`config.mk`:
```
export PLATFORM = sky130hd
export DESIGN_NAME = reg_write_arb
export DESIGN_NICKNAME = d
export VERILOG_FILES = /design/src/rtl/reg_write_arb.sv
export SDC_FILE = /design/constraint.sdc
export NUM_CORES = 1
export LEC_CHECK = 0
export ABC_AREA = 1
export CORE_MARGIN = 10
export CORE_UTILIZATION = 35
export DETAILED_ROUTE_END_ITERATION = 10
export GPL_TIMING_DRIVEN = 0
export HOLD_SLACK_MARGIN = 0.03
export PLACE_DENSITY = 0.67
export SETUP_SLACK_MARGIN = 0.02
export SYNTH_ARGS = -nofsm -noshare
export SYNTH_HDL_FRONTEND = slang
export SYNTH_SLANG_ARGS = --single-unit
export TNS_END_PERCENT = 5
```
`constraint.sdc`:
```
create_clock -name clk -period 2.6 [get_ports clk]
set_input_delay 0.39 -clock clk [delete_from_list [all_inputs] [get_ports clk]]
set_output_delay 0.39 -clock clk [all_outputs]
set_load 0.02 [all_outputs]
```
`src/rtl/reg_write_arb.sv`:
```
// ----------------------------------------------------------------------------
// reg_write_arb
//
// Round-robin arbiter that lets N requesters take turns writing a single
// shared WIDTH-bit register. Each granted write occupies three cycles:
// IDLE (arbitrate) -> WRITE (capture data) -> RELEASE (drop grant/ack).
//
// Ports
//   clk    in   1        clock, all state updates on rising edge
//   rst    in   1        asynchronous active-low reset
//   req    in   N        per-requester write request (level)
//   din    in   N*WIDTH  requester data, slice i = din[i*WIDTH +: WIDTH]
//   clr    in   1        synchronous clear of q, honoured only in IDLE
//   gnt    out  N        registered one-hot grant
//   ack    out  N        registered one-hot completion pulse (RELEASE cycle)
//   q      out  WIDTH    shared register contents
//   owner  out  2        index of the requester that last wrote q
//   busy   out  1        high whenever the FSM is not in IDLE
//
// Only N = 4 is supported (owner and the round-robin pointer are 2 bits).
// ----------------------------------------------------------------------------
module reg_write_arb #(
    parameter int unsigned WIDTH = 8,
    parameter int unsigned N     = 4
) (
    input  logic               clk,
    input  logic               rst,
    input  logic [N-1:0]       req,
    input  logic [N*WIDTH-1:0] din,
    input  logic               clr,
    output logic [N-1:0]       gnt,
    output logic [N-1:0]       ack,
    output logic [WIDTH-1:0]   q,
    output logic [1:0]         owner,
    output logic               busy
);

    localparam int unsigned IW = 2;

    typedef enum logic [1:0] {
        StIdle    = 2'd0,
        StWrite   = 2'd1,
        StRelease = 2'd2
    } state_e;

    state_e            r_state;
    state_e            w_state_d;

    logic [N-1:0]      r_gnt;
    logic [N-1:0]      r_ack;
    logic [WIDTH-1:0]  r_q;
    logic [IW-1:0]     r_owner;
    logic [IW-1:0]     r_ptr;

    logic [N-1:0]      w_gnt_d;
    logic [N-1:0]      w_ack_d;
    logic [WIDTH-1:0]  w_q_d;
    logic [IW-1:0]     w_owner_d;
    logic [IW-1:0]     w_ptr_d;

    logic [IW-1:0]     w_cand;
    logic [IW-1:0]     w_win_idx;
    logic [N-1:0]      w_win_onehot;
    logic [WIDTH-1:0]  w_sel_data;

    // Round-robin search starting at ptr+1. Walking k from N down to 1 and
    // overwriting on every hit leaves the nearest asserted index (smallest k)
    // as the winner; k = N wraps back to ptr itself.
    always_comb begin
        w_win_idx = r_ptr;
        w_cand    = r_ptr;
        for (int k = int'(N); k >= 1; k--) begin
            w_cand = r_ptr + IW'(k);
            if (req[w_cand]) begin
                w_win_idx = w_cand;
            end
        end
        w_win_onehot            = '0;
        w_win_onehot[w_win_idx] = 1'b1;
    end

    // The pointer holds the granted index throughout WRITE, so it doubles as
    // the data-select for the capture.
    always_comb begin
        w_sel_data = '0;
        for (int i = 0; i < int'(N); i++) begin
            if (r_ptr == IW'(i)) begin
                w_sel_data = din[i*WIDTH +: WIDTH];
            end
        end
    end

    // State register
    always_ff @(posedge clk or negedge rst) begin
        if (!rst) begin
            r_state <= StIdle;
        end else begin
            r_state <= w_state_d;
        end
    end

    // Next-state logic
    always_comb begin
        w_state_d = r_state;
        case (r_state)
            StIdle: begin
                if (!clr && (|req)) begin
                    w_state_d = StWrite;
                end
            end
            StWrite:   w_state_d = StRelease;
            StRelease: w_state_d = StIdle;
            default:   w_state_d = StIdle;
        endcase
    end

    // Output / datapath next values; everything holds unless the state says
    // otherwise, which covers the idle-with-no-request case.
    always_comb begin
        w_gnt_d   = r_gnt;
        w_ack_d   = r_ack;
        w_q_d     = r_q;
        w_owner_d = r_owner;
        w_ptr_d   = r_ptr;
        case (r_state)
            StIdle: begin
                if (clr) begin
                    w_q_d = '0;
                end else if (|req) begin
                    w_gnt_d = w_win_onehot;
                    w_ptr_d = w_win_idx;
                end
            end
            StWrite: begin
                w_q_d     = w_sel_data;
                w_owner_d = r_ptr;
                w_ack_d   = r_gnt;
            end
            StRelease: begin
                w_gnt_d = '0;
                w_ack_d = '0;
            end
            default: begin
                w_gnt_d = '0;
                w_ack_d = '0;
            end
        endcase
    end

    // Pointer resets to N-1 so the first arbitration favours requester 0.
    always_ff @(posedge clk or negedge rst) begin
        if (!rst) begin
            r_gnt   <= '0;
            r_ack   <= '0;
            r_q     <= '0;
            r_owner <= '0;
            r_ptr   <= IW'(N - 1);
        end else begin
            r_gnt   <= w_gnt_d;
            r_ack   <= w_ack_d;
            r_q     <= w_q_d;
            r_owner <= w_owner_d;
            r_ptr   <= w_ptr_d;
        end
    end

    assign gnt   = r_gnt;
    assign ack   = r_ack;
    assign q     = r_q;
    assign owner = r_owner;
    assign busy  = (r_state != StIdle);

endmodule

```
==> metrics.yaml, run 1 <==
run_status:
  status: "complete, no violations"
power_and_ir_drop:
  power_frac_clock_pct: 11.3
  swShare_pct: 45.18
  p_leak_nw: 0.8886
  combPwrFrac_pct: 61.1
  worst_ir_drop_vdd_mv: 0.6847
  powerDensity_nw_per_um2: 1089
  power_frac_seq_pct: 27.5
  internal-power_w: 0.001170
  p_sw_w: 0.0009647
clocking:
  cts_made_buffers: 3
  cts_sinks: 22
  hold_buffers: 0
  post_cts_buffers: 0
  htree_num_levels: 1
  cts_resized: 0
  root_buffer: "clkbuf_8"
  tritoncts: "done"
  clock_latency_ns: 0.26
  clockBufferDepth: 2
  clkTransAtPathRegs_ns: 0.08
yosys:
  syn_nets: 203
  synth.cell_area_um2: 1277
  yosys_warnings: 0
  syn_avg_cell_area_um2: 7.984
  ys_seq_area_share_pct: 43.29
  syn_inst: 160
  synth_edf_count: 0
  yosysUniqueCellTypes: 23
  synth.area.top_cells: "dfrtp_1, nand2_1, o21ai_0, inv_1, a21oi_1"
  yosysMostFrequentCell: "nand2_1"
  synth_top_area_cell: "dfrtp_1"
  synthArstFlopShare_pct: 100.0
  ys_top_cells_by_count: "nand2_1, inv_1, dfrtp_1"
  ys_seq_elements: 22
  synth_top_cell_area_share_pct: 39.18
  synthFlopType: "dfrtp_1"
critical_path:
  path_delay_family: "buffers and inverters"
  r2r_end: "gnt[1]"
  crit_type: "reg2out"
  crit_path_start_kind: "flop"
  worst_ep_arrival_time_ns: 1.55
  r2r_setup_slack_ns: 0.71
  r2r_start: "r_ptr[0]"
  path_depth: 3
  reg2reg_depth: 11
  crit_buf_inv: 2
  required_ns: 2.21
  cp_slowest_stage_delay_ns: 0.56
  crit_path_end_kind: "output pin"
  cp_slowest_cell: "clkdlybuf4s50_1"
  cp_max_fo: 6
  path_cells: "nor2_2 -> inv_1 -> clkdlybuf4s50_1"
timing:
  min_period_ns: 1.943
  drv_slew: 0
  finalSetupTns_ns: 0
  rsz0062_at_grt: "false"
  clock-skew-final_ns: 0.002753
  fmax_mhz: 514.6
  period_share_pct: 74.74
  setup_ws_ns: 0.6566
  finalSetupViolations: 0
  worst_slew_pin_slew_ns: 0.9805
  hold_violations: 0
  relSlewSlack_pct: 34.43
route:
  drc: 0
  antenna_left: 0
  routed_wl_um: 3987
  vias_per_cell: 4.820
  post_drt_wl_per_cell_um: 14.93
  first_pass_iters: 4
  drtIter0Drc: 72
  dr_total_vias: 1287
placed_design:
  routabilityCongestion: 0.8012
  place_ws_ns: 0.7114
  dp_hpwl_um: 3227
  portBuffers: 57
  dp.cells: 263
floorplan:
  die-area_um2: 6467
  coreArea_um2: 3442
  start_util_pct: 37.11
  die_w_um: 80.42
  ioPinCount: 58
  fp.dieH_um: 80.42
  rows: 21
cells_and_area:
  fin_cells: 267
  diodes: 0
  num-fill-cells: 333
  regArea_um2: 553.0
  final_layout_size_suffix_gt1_share_pct: 9.050
  multi_input_area_um2: 614.3
  area_delta_synth_final_pct: 53.48
  nets: 265
grt:
  grt_max_degree: 23
  antenna_found_initial: 0
  grt_pass1_vias: 1341
  grt-ovfl-total: 0
  grt_pass1_wl_um: 6541
  grtUsageTotal_pct: 12.59
job:
  drv_cap: 0
min_path:
  holdPathEnd: "owner[0]"
  hold_depth: 2
  min_path_type: "reg2reg"
  worstHoldStart: "owner[0]"
==> registers in the layout, indices dropped and copies added (netlist names) <==
signal	count
gnt	4
r_state	2
ack	4
owner	2
q	8
r_ptr	2
==> power groups by stage <==
| stage | Combinational [W] | Sequential [W] | Clock (W) |
|---|---|---|---|
| floorplan | 0.000698 | 0.000715 | 0 |
| global placement | 0.00128 | 0.000589 | 0 |
| detailed placement | 0.00131 | 0.000595 | 0 |
| CTS | 0.00132 | 0.000588 | 0.000250 |
| global route | 0.00146 | 0.000606 | 0.000259 |
| finish | 0.00131 | 0.000588 | 0.000242 |
==> worst min-delay path, stage by stage, from the launching register on <==
cell,delay (ns)
dfrtp_1,0.35
nand2_1,0.05
o21ai_0,0.06
==> worst max path at each step <==
| stage | start | end | slack (ns) |
|---|---|---|---|
| final | r_state[0] | busy | 0.66 |
| after global routing | r_ptr[0] | gnt[3] | 0.46 |
| after CTS | r_state[0] | busy | 0.64 |
| after detailed placement | r_ptr[0] | gnt[3] | 0.71 |
| after global placement | r_ptr[1] | q[6] | 0.76 |
| after floorplan | r_ptr[0] | gnt[1] | 0.92 |
==> layout make-up <==
| cell class | count | area share, % |
|---|---|---|
| clock buffers | 4 | 2.808 |
| multi-input cells | 109 | 31.33 |
| flip-flops and latches | 22 | 28.21 |
| well taps | 46 | 2.936 |
| plain buffers | 4 | 0.8296 |
| repair buffers | 57 | 29.10 |
| inverters | 25 | 4.786 |
==> per-stage QoR <==
stage / hold slack [ns] / power [W] / area (um^2) / util, %
final: 0.4937 / 0.002135 / 1961 / 56.96
after global placement: 0.4736 / 0.001864 / 1906 / 55.36
after global routing: 0.5310 / 0.002328 / 1961 / 56.96
after detailed placement: 0.4778 / 0.001910 / 1906 / 55.36
after floorplan: 0.09441 / 0.001413 / 1277 / -
after CTS: 0.4963 / 0.002158 / 1961 / 56.96
==> layout by cell type (no fill, tap or decap), drive strengths merged <==
| cell | n |
|---|---|
| nand3 | 11 |
| a22oi | 6 |
| a22o | 4 |
| clkbuf | 7 |
| a21oi | 11 |
| nand2 | 36 |
| buf | 1 |
| clkdlybuf4s50 | 57 |
| nor2 | 5 |
| dfrtp | 20 |
| or2 | 2 |
| dfstp | 2 |
| o22ai | 8 |
| ha | 4 |
| nand4 | 2 |
| inv | 25 |
| a21boi | 1 |
| o21ai | 19 |
==> layer usage <==
metal  wire length, um  share of wire, %  global-route usage (%)
met5                 0                 0                       0
met4                59               1.5                   4.225
met3               392               9.8                   3.341
met2              1862                47                   21.97
met1              1674                42                   14.41
==> kinds of logic (layout without fill, tap and decap cells) <==
logic type / count (synthesis) / count (layout) / synth area share, %
buf+inv: 29 / 90 / 8.619
flops: 22 / 22 / 43.29
simple gates: 56 / 56 / 21.65
compound gates: 49 / 49 / 22.53
fa+ha+maj: 4 / 4 / 3.918
Note: power is estimated with default switching activity, not from simulation.
==> run 2: changes to the inputs <==
--- a/config.mk
+++ b/config.mk
@@ -11,7 +11,7 @@
 export DETAILED_ROUTE_END_ITERATION = 10
 export GPL_TIMING_DRIVEN = 0
 export HOLD_SLACK_MARGIN = 0.03
-export PLACE_DENSITY = 0.67
+export PLACE_DENSITY = 0.7
 export SETUP_SLACK_MARGIN = 0.02
 export SYNTH_ARGS = -nofsm -noshare
 export SYNTH_HDL_FRONTEND = slang
==> constraint.sdc (replaced) <==
create_clock -name clk -period 1.77 [get_ports clk]
set_input_delay 0.2655 -clock clk [delete_from_list [all_inputs] [get_ports clk]]
set_output_delay 0.2655 -clock clk [all_outputs]
set_load 0.02 [all_outputs]
==> metrics.yaml, run 2 (synthesis gave the netlist of run 1 again) <==
cells_and_area:
  fin_cells: 274  # +2.6%
  layout_commonest_cell: "clkdlybuf4s50_1"
  area_delta_synth_final_pct: 72.58
  diodes: 0  # unchanged
  num-fill-cells: 298  # -11%
  mostFrequentLayoutCells: "clkdlybuf4s50_1, nand2_1, inv_1, dfrtp_1, o21ai_1"
  final_layout_size_suffix_gt1_share_pct: 24.56  # +16 points
  largest_reg_flops: 8  # unchanged
  final_core_util_pct: 64.05  # +7.1 points
  nets: 272  # +2.6%
route:
  antenna_left: 0  # unchanged
  dr_total_vias: 1336  # +3.8%
  drc: 0  # unchanged
  first_pass_iters: 4  # unchanged
  drtIter0Drc: 40  # -44%
  routed_wl_um: 4026  # +0.98%
  post_drt_wl_per_cell_um: 14.69  # -1.6%
  vias_per_cell: 4.876  # +1.2%
floorplan:
  die-area_um2: 6467  # unchanged
  start_util_pct: 37.11  # unchanged
  die_w_um: 80.42  # unchanged
  fp.dieH_um: 80.42  # unchanged
  coreArea_um2: 3442  # unchanged
  ioPinCount: 58  # unchanged
  rows: 21  # unchanged
critical_path:
  crit_type: "reg2reg"
  crit_path_end_kind: "flop"
  crit_path_start_kind: "flop"
  worst_ep_arrival_time_ns: 1.88  # +0.33 ns
  required_ns: 1.94  # -0.27 ns
  cp_max_fo: 7  # +1
  r2r_setup_slack_ns: 0.06  # -0.65 ns
grt:
  grt_max_degree: 23  # unchanged
  grt-ovfl-total: 0  # unchanged
  grtUsageTotal_pct: 12.34  # -0.25 points
  grt_pass1_wl_um: 6541  # unchanged
  antenna_found_initial: 0  # unchanged
  grt_pass1_vias: 1338  # -0.22%
timing:
  period_share_pct: 96.47
  finalSetupTns_ns: 0  # unchanged
  worst_slew_pin_slew_ns: 0.9981  # +0.01759 ns
  finalSetupViolations: 0  # unchanged
  relSlewSlack_pct: 33.25  # -1.2 points
  min_period_ns: 1.708
  finalHoldWorstSlack_ns: 0.4894  # -0.004301 ns
  drv_slew: 0  # unchanged
  hold_violations: 0  # unchanged
  clock-skew-final_ns: 0.006411  # +0.003659 ns
  rsz0062_at_grt: "true"
  fmax_mhz: 585.6
power_and_ir_drop:
  powerDensity_nw_per_um2: 1759  # +61%
  worst_ir_drop_vdd_mv: 0.8729  # +27%
  p_leak_nw: 0.9654  # +8.6%
clocking:
  root_buffer: "clkbuf_8"
  hold_buffers: 0  # unchanged
  htree_num_levels: 1  # unchanged
  clkTransAtPathRegs_ns: 0.07  # about the same
  cts_made_buffers: 3  # unchanged
  clockBufferDepth: 2  # unchanged
  clock_latency_ns: 0.26  # about the same
  cts_sinks: 22  # unchanged
  tritoncts: "done"
run_status:
  status: "complete, no violations"
job:
  drv_cap: 0  # unchanged
min_path:
  min_path_type: "reg2reg"
placed_design:
  routabilityCongestion: 0.8362  # +4.4%
  dp_hpwl_um: 3175  # -1.6%
  dp.cells: 263  # unchanged
  portBuffers: 57  # unchanged
run 2: cell count changes in the layout (fill, tap and decap cells not counted), sizes merged:
cell,before,now
buf,1,9
bufinv,0,1
clkbuf,7,5
clkdlybuf4s50,57,56
clkinv,0,1
dlygate4sd2,0,1
inv,25,24
run 2: area by class of cell:
cell class,count,area (um^2),share of cell area (%)
multi-input combinational,109,750.7,34.05
timing repair buffer,64,641.9,29.11
sequential,22,553.0,25.09
inverter,25,101.3,4.597
tap,46,57.56,2.611
clock buffer,3,41.29,1.873
clock inverter,1,30.03,1.362
buffer,4,28.78,1.305
run 2: final timing paths:
kind                       startpoint       end  cells past startpoint
hold / removal               owner[1]  owner[1]                      2
setup reg to reg             r_ptr[1]      q[0]                      8
setup / recovery             r_ptr[1]      q[0]                      8
hold reg to reg              owner[1]  owner[1]                      2
max in group asynchronous         rst      q[3]                      1
min in group asynchronous         rst      q[4]                      1
run 2: power by group:
group          internal (W)  switching, W
clock              0.000302      0.000160
combinational       0.00117       0.00139
sequential         0.000712      0.000141
run 2: worst max-delay path, stage by stage (launching register included):
cell     delay [ns]
dfstp_2        0.58
inv_4          0.06
ha_4           0.15
buf_8          0.12
nor2_4         0.24
a22oi_2        0.09
o21ai_1        0.15
o21ai_0        0.10
o22ai_1        0.13
run 2: stage by stage:
step	worst slack, ns	power, W	area (um^2)
after floorplan	0.08844	0.002076	1277
after global placement	-0.09394	0.002762	1906
after detailed placement	-0.1329	0.002800	1906
after CTS	-0.01271	0.003391	2016
after global routing	-0.03500	0.004190	2205
final	0.06245	0.003877	2205
run 2: timing repair:
item	CTS	global route
setup buffers	3	4
setup endpoints to repair	14	14
pin swaps	2	11
resized for setup	13	43
hold endpoints to repair	0	0
cloned	0	0
run 2: metal layers:
metal,share of wire [%],routed length [um],track usage (%)
met1,43,1748,15.43
met2,50,1996,21.18
met3,6.6,267,3.118
met4,0.32,13,1.585
met5,0,0,0
